--- config.mk ---
export PLATFORM = sky130hd
export DESIGN_NAME = mem_access_ctrl
export DESIGN_NICKNAME = d
export VERILOG_FILES = /design/src/rtl/mem_access_ctrl.sv
export SDC_FILE = /design/constraint.sdc
export NUM_CORES = 1
export LEC_CHECK = 0
export CAP_MARGIN = 20
export CELL_PAD_IN_SITES_DETAIL_PLACEMENT = 1
export CELL_PAD_IN_SITES_GLOBAL_PLACEMENT = 2
export CORE_MARGIN = 4
export CORE_UTILIZATION = 26
export DETAILED_ROUTE_END_ITERATION = 16
export PLACE_DENSITY_LB_ADDON = 0.1
export SYNTH_ARGS = -nofsm -noshare
export SYNTH_HDL_FRONTEND = slang
export SYNTH_SLANG_ARGS = --single-unit
--- constraint.sdc ---
create_clock -name clk -period 1.8 [get_ports clk]
set_clock_uncertainty 0.05 [all_clocks]
set_input_delay 0.36 -clock clk [delete_from_list [all_inputs] [get_ports clk]]
set_output_delay 0.36 -clock clk [all_outputs]
set_load 0.02 [all_outputs]
--- src/rtl/mem_access_ctrl.sv ---
// mem_access_ctrl: MEM-stage sequencer that runs data-memory handshakes, stalls upstream
// while an access is in flight and registers the prioritised MEM result.
module mem_access_ctrl #(
  parameter int DW      = 32,
  parameter int TIMEOUT = 15
) (
  input  logic          clk,
  input  logic          rst_n,
  input  logic          ex_valid_i,
  input  logic          mem_read_i,
  input  logic          mem_write_i,
  input  logic          jback_i,
  input  logic [DW-1:0] aluresult_i,
  input  logic [DW-1:0] link_data_i,
  input  logic [DW-1:0] store_data_i,
  output logic          dm_req_o,
  output logic          dm_we_o,
  output logic [DW-1:0] dm_addr_o,
  output logic [DW-1:0] dm_wdata_o,
  input  logic          dm_ack_i,
  input  logic [DW-1:0] dm_rdata_i,
  output logic          stall_o,
  output logic          res_valid_o,
  output logic [1:0]    res_sel_o,
  output logic [DW-1:0] res_data_o,
  output logic          err_o
);
  localparam int CW = $clog2(TIMEOUT + 1);
  typedef enum logic [1:0] {IDLE, ACCESS, RESP} state_e;
  state_e        state_q, state_d;
  logic [CW-1:0] cnt_q, cnt_d;
  logic [DW-1:0] addr_q, wdata_q, link_q, res_data_q, res_data_d;
  logic          jback_q, load_q, store_q, ill_q;
  logic          res_valid_q, res_valid_d, err_q, err_d;
  logic [1:0]    res_sel_q, res_sel_d;
  logic          mem_op, accept, ack, tmo, pass;
  assign mem_op = mem_read_i | mem_write_i;
  assign accept = state_q == IDLE && ex_valid_i && mem_op;
  assign pass   = state_q == IDLE && ex_valid_i && !mem_op;
  assign ack    = state_q == ACCESS && dm_ack_i;
  // An ack on the final allowed cycle still completes the access normally.
  assign tmo    = state_q == ACCESS && !dm_ack_i && cnt_q == CW'(TIMEOUT - 1);
  always_ff @(posedge clk or negedge rst_n)
    if (!rst_n) state_q <= IDLE;
    else state_q <= state_d;
  always_comb begin
    state_d = accept ? ACCESS : (ack | tmo) ? RESP : state_q == RESP ? IDLE : state_q;
    cnt_d   = state_q == ACCESS ? cnt_q + CW'(1) : '0;
  end
  always_comb begin
    dm_req_o   = state_q == ACCESS;
    dm_we_o    = dm_req_o & store_q;
    dm_addr_o  = addr_q;
    dm_wdata_o = wdata_q;
    stall_o    = rst_n & (accept | dm_req_o);
  end
  always_comb begin
    res_valid_d = pass | ack | tmo;
    res_sel_d   = !res_valid_d ? 2'b00 : pass ? (jback_i ? 2'b10 : 2'b00) :
                  tmo ? 2'b11 : jback_q ? 2'b10 : load_q ? 2'b01 : 2'b11;
    res_data_d  = !res_valid_d ? '0 : pass ? (jback_i ? link_data_i : aluresult_i) :
                  tmo ? '0 : jback_q ? link_q : load_q ? dm_rdata_i : '0;
    err_d       = tmo | (ack & ill_q);
  end
  always_ff @(posedge clk or negedge rst_n)
    if (!rst_n) begin
      cnt_q       <= '0;
      addr_q      <= '0;
      wdata_q     <= '0;
      link_q      <= '0;
      jback_q     <= 1'b0;
      load_q      <= 1'b0;
      store_q     <= 1'b0;
      ill_q       <= 1'b0;
      res_valid_q <= 1'b0;
      res_sel_q   <= 2'b00;
      res_data_q  <= '0;
      err_q       <= 1'b0;
    end else begin
      cnt_q       <= cnt_d;
      res_valid_q <= res_valid_d;
      res_sel_q   <= res_sel_d;
      res_data_q  <= res_data_d;
      err_q       <= err_d;
      if (accept) begin
        addr_q  <= aluresult_i;
        wdata_q <= store_data_i;
        link_q  <= link_data_i;
        jback_q <= jback_i;
        load_q  <= mem_read_i & ~mem_write_i;
        store_q <= mem_write_i;
        ill_q   <= mem_read_i & mem_write_i;
      end
    end
  assign res_valid_o = res_valid_q;
  assign res_sel_o   = res_sel_q;
  assign res_data_o  = res_data_q;
  assign err_o       = err_q;
endmodule

# After elaboration in Yosys (flattened, before gate mapping)
# Cells that the tools add are included.
# word_totals
register_bits	142
latch_bits	0
mem_bits_rw	0
mem_bits_ro	0
in_bits	135
out_inout_bits	103
word_cells	55
memories	0
# op_classes
addsub	1
n_mul	0
div_mod_pow	0
n_lt_le_gt_ge	0
n_eq_ne	3
n_shift	0
n_mux	16
n_bitwise	12
reduce_logical	10
# op_table
cell	count
$mux 32	6
$mux 2	9
$logic_and 1x1->1	6
$or 1x1->1	6
$and 1x1->1	5
$add 4x1->4 const B	1
$eq 4x4->1 const B	1
$mux 4	1
$reduce_bool 3->1	1
$eq 2x1->1 const B	1
$eq 2x2->1 const B	1
$logic_not 1->1	2
$logic_not 2->1	1
$not 1->1	1

# Longest topological paths before layout
# depth
ltp_word	6
ltp_mapped	6
ltp_nobuf	5

# Worst setup path before layout
# Ideal clock, no wire load.
# synth_timing
path_type	register to output
start	reg state_q[0]
end	out stall_o
arrival_time_ns	1.430
t_required_ns	1.390
path_slack_ns	-0.040
path_stages_with_launch	6
n_path_buf	2
cell_sequence	dfrtp_1 nor3b_4 and2b_1 buf_12 buf_8 o21a_1
# synth_between
elab_chain_len	5
elab_cells_between_ends	6
classes_between	eq/ne: 1; bitwise: 2; reduce/logical: 3
# synth_lines
item	line_no	text
start, declared	30	state_e state_q, state_d;
start signal, assigned	45	else state_q <= state_d;
$logic_not 2->1	38	assign accept = state_q == IDLE && ex_valid_i && mem_op;
$logic_and 1x1->1 (2 in a row)	38	
$or 1x1->1 *	55	stall_o = rst_n & (accept | dm_req_o);
$and 1x1->1 *	55	
end, declared	22	output logic stall_o,
# Every way passes the cells marked *; elsewhere a longest branch is shown, timed or not.

# Worst setup path after layout
# layout_timing
start	in mem_read_i
end	out stall_o
# layout_between
elab_chain_len	4
# layout_lines
item	line_no	text
start, declared	10	input logic mem_read_i,
$or 1x1->1	37	assign mem_op = mem_read_i | mem_write_i;
$logic_and 1x1->1	38	
$or 1x1->1	55	
$and 1x1->1	55	
# Every way passes these cells.

==> results.txt <==
----------------------------------------------------
[Worst setup path]
  Required time of the critical path ... 1390 ps
  Biggest fanout along the worst timing path ... 2
  Type of the setup path with the least slack ... input pin to output port
  Nature of the critical path endpoint ... output port
  Worst endpoint data arrival time ... 1450 ps
  Type of element launching the critical path ... input pin

[Clock tree]
  Number of buffers created by CTS ... 17
  Clock insertion delay at the later pin of the skew report ... 420 ps
  Max Buffers Root-to-Sink ... 2
  CTS tree ... yes
  Root buffer cell ... clkbuf_16
  Clock transition at the registers of the reported paths ... 60 ps
  H-Tree Depth ... 4
  Sinks on Clock Net ... 142

[Synth]
  Mapped Cells ... 402
  Sequential cell area fraction in the yosys report ... 56.7%
  Largest cells by area after synthesis ... dfrtp_1 (57%), mux2_4 (22%), mux2i_1 (5.1%)
  Avg Cell Area, Syn ... 15.6 sq um
  Most repeated cell in the gate-level netlist after synthesis ... dfrtp_1
  Count of yosys warnings during synthesis ... 0
  Portion of synthesized cell area occupied by the leading cell type ... 56.7%
  Number of nets produced by synthesis ... 539
  Cell area after technology mapping ... 6270 sq um
  Number of synthesized register bits ... 142
  Proportion of register bits with asynchronous set or reset after synthesis ... 100%
  Most instantiated cells after synthesis ... dfrtp_1 (142), mux2_4 (90), mux2i_1 (32), o22ai_1 (32), a22oi_1 (31)
  Dominant cell type by area after synthesis ... dfrtp_1
  Post-synth EDFFs ... 0
  Post-synth top flop ... dfrtp_1
  Number of distinct standard cells referenced by the synthesized netlist ... 32

[Place]
  Count of buffers from port buffering ... 237
  Last weighted congestion value of the routability-driven placer ... 0.714
  Placed Instances ... 951
  Half-perimeter wire length of the detailed placement result ... 13400 um

[Timing]
  Setup-failing EPs final ... 59
  RSZ-0062 raised after global routing ... true
  Final Hold Fails ... 0
  Max-slew violation count ... 0
  Tcrit/Tclk final ... 103%
  Peak Freq ... 538 MHz
  Worst-case headroom to the max-slew limit ... 45.8%
  Least-Margin Pin Slew ... 813 ps
  Min Tclk post-route ... 1860 ps
  Worst setup margin ... -59.1 ps

[GRT]
  Wire length of the first global-routing pass ... 30900 um
  Antenna violations before repair ... 0
  All-Layer GR Usage ... 15.2%
  Global route overflow ... 0
  Maximum number of pins on one net before global-route repair ... 143
  Vias in the first global route ... 5183

[Status]
  Failing checks ... negative setup slack
  Status ... complete, but fails checks

[Power]
  Clock network fraction of design power ... 23.3%
  Pwr per Cell Area ... 1670 nW/um^2
  Pleak ... 0.00465 uW
  Net load switching power ... 5530 uW
  Fraction of power consumed by combinational cells ... 43.5%
  Overall power consumption ... 16200 uW
  Worst-case vdd ir drop ... 645 uV
  Relative contribution of sequential cells to total power ... 33.2%
  Sw Ratio ... 34.2%
  Internal ... 10700 uW

[Detailed routing]
  Drt via density ... 4.44
  Total number of vias ... 4379
  Post-route DRC ... 0
  DRT iter0 DRCs ... 117
  Routed WL per cell ... 20.8 um
  Total routed wirelength ... 20500 um
  ANT nets after route ... 0
  Total iterations of the first detailed-routing run ... 4

[Floorplanning]
  Die height ... 163 um
  Die X ... 163 um
  Starting utilization of the core area ... 26.5%
  # IOs ... 238
  Die ar. ... 26700 sq um
  Number of rows created at floorplan ... 56
  Core region area ... 23600 sq um

[Layout]
  Layout-stage area growth over the synthesis result ... 55.1%
  Antenna Cells ... 0
  Share of post-route cells with drive strength above 1 ... 24.1%
  Count of nets after finishing ... 793
  Filler cells ... 2458
  Non-filler cells, final ... 987

[Min path]
  Type of the most critical hold path ... input pin to asynchronous set/reset pin

[Job]
  Max-cap viol count ... 0

----------------------------------------------------
## metrics by stage
stage	instance area, sq um	hold slack, ps	setup TNS [ps]	setup WS (ps)	utilization, %
after global placement	9040	411	-34010	-490	38.3
after floorplan	6270	14.4	0	19.3	-
after CTS	9620	79.5	-2800	-75.1	40.7
after detailed placement	9040	426	-35720	-497	38.3
after global routing	9720	51.4	-8470	-142	41.2
final	9720	11.9	-1320	-59.1	41.2
## flip-flops by register name, indices dropped and copies added, names as in the netlist
name,cells
res_valid_o,1
jback_q,1
dm_addr_o,32
res_sel_o,2
cnt_q,4
link_q,32
state_q,2
err_o,1
res_data_o,32
dm_wdata_o,32
ill_q,1
store_q,1
load_q,1
## critical path: stages
cell             delay (ps)
clkdlybuf4s50_1         440
nor2_2                  140
and2b_4                 200
o21a_2                  190
buf_6                   120
## worst paths after layout
| kind | start | to | slack [ps] | cells after the start |
|---|---|---|---|---|
| min reg2reg | dm_addr_o[16] | dm_addr_o[16] | 430 | 1 |
| max reg2reg | state_q[0] | dm_addr_o[31] | -50 | 5 |
| max in group asynchronous | rst_n | jback_q | 1040 | 2 |
| min in group clk | jback_i | res_data_o[2] | 380 | 3 |
| max | mem_read_i | stall_o | -60 | 5 |
| min | rst_n | dm_wdata_o[28] | 10 | 2 |
## placed cells by master, fill, tap and decap left out, types with 3 or more instances in the layout
cell type,synthesis,layout
inv_6,0,3
bufinv_16,0,4
buf_16,0,3
clkdlybuf4s50_1,0,138
o22ai_1,32,32
nand3_1,4,4
dlymetal6s2s_1,0,17
dfrtp_1,142,141
a22oi_1,31,31
clkinvlp_4,0,3
mux2_4,90,90
o21ai_0,4,4
buf_12,10,7
nor2_1,5,4
buf_4,0,17
a21oi_1,3,3
dlygate4sd2_1,0,77
mux2i_1,32,32
clkbuf_16,0,19
mux2_1,7,7
## cell type report
cell class,instances,area (sq um),share of cell area (%)
inverters,3,11.3,0.116
repair buffers,264,2700,27.7
well taps,319,399,4.11
clock buffers,19,433,4.45
flip-flops and latches,142,3550,36.6
multi-input cells,228,2440,25.1
clock inverters,12,186,1.92
## cells by family (layout without fill, tap and decap cells)
kind of cell	after synthesis	in the layout	synth area share (%)
AO/OA/AOI/OAI	74	74	7.98
XOR/XNOR	2	2	0.279
adder cells (fa/ha/maj)	2	2	0.399
AND/OR/NAND/NOR	21	21	1.92
buffers and inverters	32	298	4.81
multiplexers	129	129	27.9
flip-flops	142	142	56.7
## timing repair
item,in CTS,in global routing
buffers inserted,2,0
hold buffers,0,0
endpoints found under the setup margin,134,77
gates resized for setup,94,21
gates cloned,1,2
pin swaps,2,0
## power by group through the flow
| stage | clock, uW | combinational [uW] | sequential [uW] |
|---|---|---|---|
| after global placement | 0 | 7440 | 5410 |
| after global routing | 4040 | 7500 | 5580 |
| after detailed placement | 0 | 7530 | 5450 |
| final | 3780 | 7050 | 5380 |
| after floorplan | 0 | 3300 | 6420 |
| after CTS | 3880 | 7110 | 5400 |
## routing by layer
layer  vias up  wire (um)  GRT usage, %
met5         -          0             0
met4         0        252          4.12
met3        17       1080          4.29
met2       121      10200          25.8
met1      2255       8980          19.0
li1       1986          -             -
Power figures use the tool's default switching activity.
